<file path="config.mk">
export PLATFORM = sky130hd
export DESIGN_NAME = sha256_top
export DESIGN_NICKNAME = d
export VERILOG_FILES = /design/src/rtl/sha256_top.sv
export SDC_FILE = /design/constraint.sdc
export NUM_CORES = 2
export LEC_CHECK = 0
export ABC_AREA = 1
export BUFFER_PORTS_ARGS = -buffer_cell sky130_fd_sc_hd__buf_2
export CAP_MARGIN = 20
export CORE_AREA = 4 4 407 409
export CTS_CLUSTER_DIAMETER = 100
export DETAILED_ROUTE_END_ITERATION = 8
export DIE_AREA = 0 0 411 413
export GPL_ROUTABILITY_DRIVEN = 0
export PLACE_DENSITY = 0.57
export SLEW_MARGIN = 20
export SYNTH_ARGS = -nofsm -noshare
export SYNTH_HDL_FRONTEND = slang
export SYNTH_SLANG_ARGS = --single-unit
export TNS_END_PERCENT = 30
</file>
<file path="constraint.sdc">
create_clock -name clk -period 17.23 [get_ports clk]
set_clock_uncertainty 0.05 [all_clocks]
set_input_delay 3.446 -clock clk [delete_from_list [all_inputs] [get_ports clk]]
set_output_delay 3.446 -clock clk [all_outputs]
set_load 0.1 [all_outputs]
</file>
<file path="src/rtl/sha256_top.sv">
`default_nettype none
// ============================================================================
// Module   : sha256_top
// Brief    : Single-block SHA-256 hasher, one compression round per clock.
//            Optional `done` output when SHA256_DONE_PORT_EN is defined.
// Revision : 1.0 - initial release
// ============================================================================
module sha256_top #(
  parameter int MSG_SIZE    = 120,
  parameter int PADDED_SIZE = 512
) (
  input  logic                clk,
  input  logic                reset,
  input  logic                start,
  input  logic [MSG_SIZE-1:0] message,
  output logic [255:0]        hashed
`ifdef SHA256_DONE_PORT_EN
  ,
  output logic                done
`endif
);

  localparam logic [1:0] S_IDLE  = 2'd0;
  localparam logic [1:0] S_LOAD  = 2'd1;
  localparam logic [1:0] S_ROUND = 2'd2;
  localparam logic [1:0] S_DONE  = 2'd3;

  localparam logic [31:0] C_K [0:63] = '{
    32'h428a2f98, 32'h71374491, 32'hb5c0fbcf, 32'he9b5dba5, 32'h3956c25b, 32'h59f111f1, 32'h923f82a4, 32'hab1c5ed5,
    32'hd807aa98, 32'h12835b01, 32'h243185be, 32'h550c7dc3, 32'h72be5d74, 32'h80deb1fe, 32'h9bdc06a7, 32'hc19bf174,
    32'he49b69c1, 32'hefbe4786, 32'h0fc19dc6, 32'h240ca1cc, 32'h2de92c6f, 32'h4a7484aa, 32'h5cb0a9dc, 32'h76f988da,
    32'h983e5152, 32'ha831c66d, 32'hb00327c8, 32'hbf597fc7, 32'hc6e00bf3, 32'hd5a79147, 32'h06ca6351, 32'h14292967,
    32'h27b70a85, 32'h2e1b2138, 32'h4d2c6dfc, 32'h53380d13, 32'h650a7354, 32'h766a0abb, 32'h81c2c92e, 32'h92722c85,
    32'ha2bfe8a1, 32'ha81a664b, 32'hc24b8b70, 32'hc76c51a3, 32'hd192e819, 32'hd6990624, 32'hf40e3585, 32'h106aa070,
    32'h19a4c116, 32'h1e376c08, 32'h2748774c, 32'h34b0bcb5, 32'h391c0cb3, 32'h4ed8aa4a, 32'h5b9cca4f, 32'h682e6ff3,
    32'h748f82ee, 32'h78a5636f, 32'h84c87814, 32'h8cc70208, 32'h90befffa, 32'ha4506ceb, 32'hbef9a3f7, 32'hc67178f2
  };

  localparam logic [31:0] C_H0 = 32'h6a09e667;
  localparam logic [31:0] C_H1 = 32'hbb67ae85;
  localparam logic [31:0] C_H2 = 32'h3c6ef372;
  localparam logic [31:0] C_H3 = 32'ha54ff53a;
  localparam logic [31:0] C_H4 = 32'h510e527f;
  localparam logic [31:0] C_H5 = 32'h9b05688c;
  localparam logic [31:0] C_H6 = 32'h1f83d9ab;
  localparam logic [31:0] C_H7 = 32'h5be0cd19;

  function automatic logic [31:0] rotr(input logic [31:0] x, input int n);
    return (x >> n) | (x << (32 - n));
  endfunction

  logic [1:0]  r_state;
  logic [5:0]  r_t;
  logic [31:0] r_w [0:15];
  logic [31:0] r_a, r_b, r_c, r_d, r_e, r_f, r_g, r_h;

  // Block = message, a single 1 bit, zero fill, then the 64-bit length.
  logic [PADDED_SIZE-1:0] w_block;
  assign w_block = {{message, 1'b1}, {(PADDED_SIZE - MSG_SIZE - 1){1'b0}}}
                 | {{(PADDED_SIZE - 64){1'b0}}, 64'(MSG_SIZE)};

  logic [31:0] w_s0, w_s1, w_ch, w_maj, w_t1, w_t2, w_a_nxt, w_e_nxt, w_w_nxt;
  assign w_s1    = rotr(r_e, 6) ^ rotr(r_e, 11) ^ rotr(r_e, 25);
  assign w_ch    = (r_e & r_f) ^ (~r_e & r_g);
  assign w_t1    = r_h + w_s1 + w_ch + C_K[r_t] + r_w[0];
  assign w_s0    = rotr(r_a, 2) ^ rotr(r_a, 13) ^ rotr(r_a, 22);
  assign w_maj   = (r_a & r_b) ^ (r_a & r_c) ^ (r_b & r_c);
  assign w_t2    = w_s0 + w_maj;
  assign w_a_nxt = w_t1 + w_t2;
  assign w_e_nxt = r_d + w_t1;

  // Window slot 0 always holds W[t]; the new word W[t+16] enters at slot 15.
  assign w_w_nxt = (rotr(r_w[14], 17) ^ rotr(r_w[14], 19) ^ (r_w[14] >> 10))
                 + r_w[9]
                 + (rotr(r_w[1], 7) ^ rotr(r_w[1], 18) ^ (r_w[1] >> 3))
                 + r_w[0];

  always_ff @(posedge clk or negedge reset) begin
    if (!reset) begin
      r_state <= S_IDLE;
      r_t     <= 6'd0;
      hashed  <= 256'd0;
      for (int i = 0; i < 16; i++) r_w[i] <= 32'd0;
      {r_a, r_b, r_c, r_d, r_e, r_f, r_g, r_h} <= 256'd0;
    end else begin
      case (r_state)
        S_IDLE: begin
          if (start) r_state <= S_LOAD;
        end
        S_LOAD: begin
          for (int i = 0; i < 16; i++) r_w[i] <= w_block[PADDED_SIZE-1-32*i -: 32];
          {r_a, r_b, r_c, r_d} <= {C_H0, C_H1, C_H2, C_H3};
          {r_e, r_f, r_g, r_h} <= {C_H4, C_H5, C_H6, C_H7};
          r_t     <= 6'd0;
          r_state <= S_ROUND;
        end
        S_ROUND: begin
          for (int i = 0; i < 15; i++) r_w[i] <= r_w[i+1];
          r_w[15] <= w_w_nxt;
          {r_a, r_b, r_c, r_d} <= {w_a_nxt, r_a, r_b, r_c};
          {r_e, r_f, r_g, r_h} <= {w_e_nxt, r_e, r_f, r_g};
          r_t <= r_t + 6'd1;
          if (r_t == 6'd63) begin
            hashed  <= {C_H0 + w_a_nxt, C_H1 + r_a, C_H2 + r_b, C_H3 + r_c,
                        C_H4 + w_e_nxt, C_H5 + r_e, C_H6 + r_f, C_H7 + r_g};
            r_state <= S_DONE;
          end
        end
        default: begin
          if (!start) r_state <= S_IDLE;
        end
      endcase
    end
  end

`ifdef SHA256_DONE_PORT_EN
  always_ff @(posedge clk or negedge reset) begin
    if (!reset) done <= 1'b0;
    else        done <= ((r_state == S_ROUND) && (r_t == 6'd63)) || ((r_state == S_DONE) && start);
  end
`endif

endmodule
`default_nettype wire

</file>
# Word level (Yosys, flattened, before mapping)
# Memory sizes are Yosys's and may differ from the RTL's.
# Cells that the tools add are included.
[word_totals]
mem_bits_ro = 2048
regBits = 1032
in_bits = 123
latchBits = 0
out_inout_bits = 256
memories = 1
ramBits = 0
[classes]
eq_ne = 6
n_mux = 16
shift = 0
n_div = 0
bitwise = 28
n_addsub = 19
reduce_logical = 4
n_lt_le_gt_ge = 1
n_mul = 0
[memory_table]
columns = ["name", "words", "width", "rd", "rd_clocked_by_memory_dff", "wr", "line", "text"]
rows = [
  ["(no name shown)", 64, 32, 1, 0, 0, "65", "assign w_t1 = r_h + w_s1 + w_ch + C_K[r_t] + r_w[0];"],
]
[op_table]
columns = ["operator", "count"]
rows = [
  ["$pmux W512 S2", 1],
  ["$pmux W32 S2", 8],
  ["$add A32 B32 Y32", 10],
  ["$xor A32 B32 Y32", 9],
  ["$and A32 B32 Y32", 5],
  ["$add A31 B32 Y32 const A", 3],
  ["$add A32 B32 Y32 const A", 3],
  ["$mux W32", 2],
  ["$add A29 B32 Y32 const A", 1],
  ["$add A30 B32 Y32 const A", 1],
  ["$not A32 Y32", 1],
  ["$or A10 B32 Y32", 1],
  ["$or A13 B32 Y32", 1],
  ["$or A14 B32 Y32", 1],
  ["$or A15 B32 Y32", 1],
  ["$or A19 B32 Y32", 1],
  ["$or A21 B32 Y32", 1],
  ["$or A25 B32 Y32", 1],
  ["$or A26 B32 Y32", 1],
  ["$or A30 B32 Y32", 1],
  ["$or A7 B32 Y32", 1],
  ["$xor A32 B22 Y32", 1],
  ["$xor A32 B29 Y32", 1],
  ["$pmux W6 S2", 1],
  ["14 further kinds", 17],
]

# Depth between registers and ports, before layout
[depth]
ltp_word = 9
depth_mapped = 45
depth_no_buf = 44

# Worst setup path before layout
# No wires, ideal clock.
[synth_path]
kind = "reg2reg"
start = "register r_t[2]"
end = "register hashed[255]"
n_path_buf = 2
required_time_ns = 17.060
setup_slack_ns = 10.197
stages_incl_launch_ff = 42
synth_period_minus_slack_ns = 7.033
t_arrival_ns = 6.863
cell_sequence = "dfrtp_1 > buf_2 > inv_1 > buf_1 > ha_1 > inv_1 > a21oi_1 > nor3_1 > o21ai_0 > o21ai_0 > fa_1 > inv_1 > ha_1 > fa_1 > nand3_1 > nand2_1 > a21oi_1 > o21ai_2 > [... 6 more ...] > inv_1 > ha_1 > nand2_1 > nor2_1 > and2_1 > and2_1 > nand2_1 > nand2_1 > nand2_1 > nand2_1 > nor2_1 > nand2_1 > nor2_1 > nand3_1 > nand3_1 > nand2_1 > nand3_1 > nand2_1"
[synth_between]
elab_chain_cells = 8
word_cells_on_any_way = 10
[synth_lines]
columns = ["element", "line", "text"]
rows = [
  ["start, declared", "53", "logic [5:0] r_t;"],
  ["start signal, assigned", "102", "r_t <= r_t + 6'd1;"],
  ["$not A6 Y7 (not written as such)", "65", ""],
  ["$mem_v2 Z64 W32", "-", ""],
  ["$mux W32 (not written as such) (2 in a row)", "65", ""],
  ["$add A32 B32 Y32 (2 in a row)", "65", ""],
  ["$add A32 B32 Y32", "69", "assign w_a_nxt = w_t1 + w_t2;"],
  ["$add A31 B32 Y32", "104", "hashed <= {C_H0 + w_a_nxt, C_H1 + r_a, C_H2 + r_b, C_H3 + r_c,"],
  ["end signal, assigned", "104", ""],
  ["end, declared", "16", "output logic [255:0] hashed"],
]
# Parallel ways exist; a longest one is shown, timed or not. The select of a mux whose other input is x is not followed.
# A chain may end at the register's enable or synchronous reset.

# Final worst setup path
[layout_path]
start = "register r_t[4]"
end = "register hashed[255]"
# The elaborated chain is that of the path after synthesis.

==> results.py <==
metrics = {
    "critical_path": {
        "rr_endpoint": "hashed[255]$_DFFE_PN0P_",
        "start_kind": "register",
        "crit_type": "register to register",
        "crit_slowest_cell": "nor2_1",
        "ff2ff_path_depth": 38,
        "max_stage_delay_ps": 690,
        "reg2reg_from": "r_t[4]$_DFFE_PN0N_",
        "cp-end-kind": "register",
        "critical_path_arrival_ps": 9400,
        "cp_max_fo": 41,
        "critPathRequiredTime_ps": 17790,
        "cp_common_cell": "nand2_1",
        "r2r_slack_ps": 8390,
    },
    "sta": {
        "period_minus_slack_ps": 8840,
        "setup_viol": 0,
        "setup_ws_ps": 8390,
        "slew_viol_final": 0,
        "holdWs_ps": 424,
        "worstMarginPinSlew_ps": 1100,
        "tns_ps": 0,
        "slew-limit-headroom_pct": 26.7,
        "fin_crit_sh_pct": 51.3,
        "rsz0062_at_grt": "false",
        "max_freq_mhz": 113,
        "finalHoldViolCount": 0,
    },
    "clocking": {
        "clk_latency_ps": 800,
        "post_cts_resized": 0,
        "cts_buffers": 113,
        "post-cts-setup-buffer-count": 0,
        "cts-htree-levels": 3,
        "cts_tree": "yes",
        "cts_hold_buffers": 0,
        "clk_pin_slew_ps": 60,
        "cts_max_path_buffers": 3,
        "cts_sinks": 1032,
        "root_buffer": "clkbuf_16",
    },
    "grt": {
        "antenna_found_initial": 5,
        "grt-ovfl-total": 0,
        "grt_pass1_vias": 54479,
        "grt_pass1_wl_um": 346000,
        "grt_max_degree": 223,
        "grtUsageTotal_pct": 26.7,
    },
    "yosys": {
        "syn_avg_cell_area_sq_um": 7.95,
        "yosys.cell_types.count": 64,
        "synth_flop_cell": "dfrtp_1",
        "synth_warnings": 0,
        "synth_area_sq_um": 62700,
        "synth_top_cell_by_area": "dfrtp_1",
        "synth_seq_cells": 1032,
        "synth.yosys.seq_area_share_pct": 41.2,
        "async_flop_share_pct": 100,
        "synthCells": 7886,
        "syn-num-nets": 8361,
        "synth-edff-count": 0,
        "yosys.area.top_type_share_pct": 41.2,
        "synth.area.top_cells": "dfrtp_1 41%, nand2_1 10%, inv_1 8.2%",
    },
    "min_path": {
        "hp-class": "register to register",
        "min_from": "hashed[255]$_DFFE_PN0P_",
        "hold_depth": 2,
        "min_to": "hashed[255]$_DFFE_PN0P_",
    },
    "layout": {
        "layout_common_cells": "1738 x nand2_1, 1371 x inv_1, 1032 x dfrtp_1, 489 x o22ai_1, 456 x nor2_1",
        "num_antenna_cells": 0,
        "final_common_cell": "nand2_1",
        "nets": 8534,
        "final_core_util_pct": 43.4,
        "drive_above_1_share_pct": 8.78,
        "fill_cells": 16289,
        "regArea_sq_um": 25800,
        "syn_to_final_growth_pct": 12.0,
        "multiInputGateArea_sq_um": 30200,
    },
    "drt": {
        "remaining_drc_errors": 119,
        "firstDrtPassIters": 9,
        "vias": 56404,
        "highest-signal-layer": "met5",
        "wl_per_cell_um": 22.4,
        "dr_wl_met2_um": 96800,
        "wl_met3_um": 21300,
        "vias_per_cell": 5.46,
        "wirelength_um": 231000,
        "met1_length_um": 99200,
        "drt-initial-drc-count": 6670,
        "drtAntennaViolNets": 0,
    },
    "floorplanning": {
        "fp.dieW_um": 411,
        "die-area_sq_um": 170000,
        "ios": 379,
        "initial_utilization_pct": 38.7,
        "fp.dieH_um": 413,
        "coreArea_sq_um": 162000,
        "fp-row-count": 148,
    },
    "placed_design": {
        "place_hpwl_um": 174000,
        "place_ws_ps": 8900,
        "portBuffers": 378,
    },
    "run_status": {
        "violations": "DRC",
        "status": "finished, violations left",
    },
    "job": {
        "cap_violations": 0,
    },
}
## cells in the mapped netlist (20+ instances only)
cell         n
nor3_1      61
nand2_1   1740
inv_1     1372
o21ai_0    400
nand3_1    329
nor2_1     457
nand2_2     29
o22ai_1    489
clkbuf_1   304
a22oi_1    101
xor2_1     244
a31oi_1     27
o211ai_1    75
xnor2_1    155
buf_2       42
o31ai_1     36
a21oi_1    283
dfrtp_1   1032
fa_1       188
ha_1       164
o21bai_1    20
inv_2       23
nand3b_1    21
nand4_1     76
## registers in the layout, indices dropped and copies added, names as in the netlist
signal / cells
r_t: 6
r_h: 32
r_state: 2
r_e: 32
r_w: 512
r_d: 32
r_g: 32
r_f: 32
hashed: 256
r_a: 32
r_c: 32
r_b: 32
## final cells by class
type	instances	share of cell area [%]
multi-input combinational	5083	43.0
sequential	1032	36.7
inverter	1403	7.52
clock buffer	158	4.55
tap	2175	3.87
timing repair buffer	426	3.27
clock inverter	53	1.06
## critical path: cells and delay by family, from the launching register on
family,cells,cell delay (ps)
simple gates,19,2750
compound gates,8,2000
flops,1,320
fa+ha+maj,4,1860
buf+inv,6,1310
xor+xnor,1,320
## logic make-up after synthesis
| group | synth area share (%) |
|---|---|
| AND/OR/NAND/NOR | 18.3 |
| flip-flops | 41.2 |
| AO/OA/AOI/OAI | 14.9 |
| adder cells (fa/ha/maj) | 9.27 |
| XOR/XNOR | 5.67 |
| buffers and inverters | 10.7 |
## metrics by stage
step | std cells | cell area, sq um
2_1_floorplan | 7886 | 62700
3_3_place_gp | 10119 | 66300
3_5_place_dp | 10119 | 66300
4_1_cts | 10330 | 70300
5_1_grt | 10330 | 70300
6_report | 10330 | 70300
## metal layers
| layer | global-route usage (%) | vias up |
|---|---|---|
| li1 | - | 25695 |
| met1 | 37.3 | 27204 |
| met2 | 39.2 | 2864 |
| met3 | 5.46 | 639 |
| met4 | 13.5 | 2 |
| met5 | 0 | - |
## how the worst max path moves through the flow
stage,startpoint,endpoint,slack [ps],cells past startpoint
6_report,r_t[4]$_DFFE_PN0N_,hashed[255]$_DFFE_PN0P_,8390,38
4_1_cts,r_t[4]$_DFFE_PN0N_,hashed[255]$_DFFE_PN0P_,8800,38
5_1_grt,r_t[4]$_DFFE_PN0N_,hashed[253]$_DFFE_PN0P_,7840,36
3_5_place_dp,r_t[4]$_DFFE_PN0N_,hashed[255]$_DFFE_PN0P_,8900,38
3_3_place_gp,r_t[4]$_DFFE_PN0N_,hashed[255]$_DFFE_PN0P_,8960,38
2_1_floorplan,r_t[2]$_DFFE_PN0N_,hashed[255]$_DFFE_PN0P_,10200,41
Power is not shown: default switching activity piles up to over one toggle a cycle in this logic, so the estimate is an artifact.
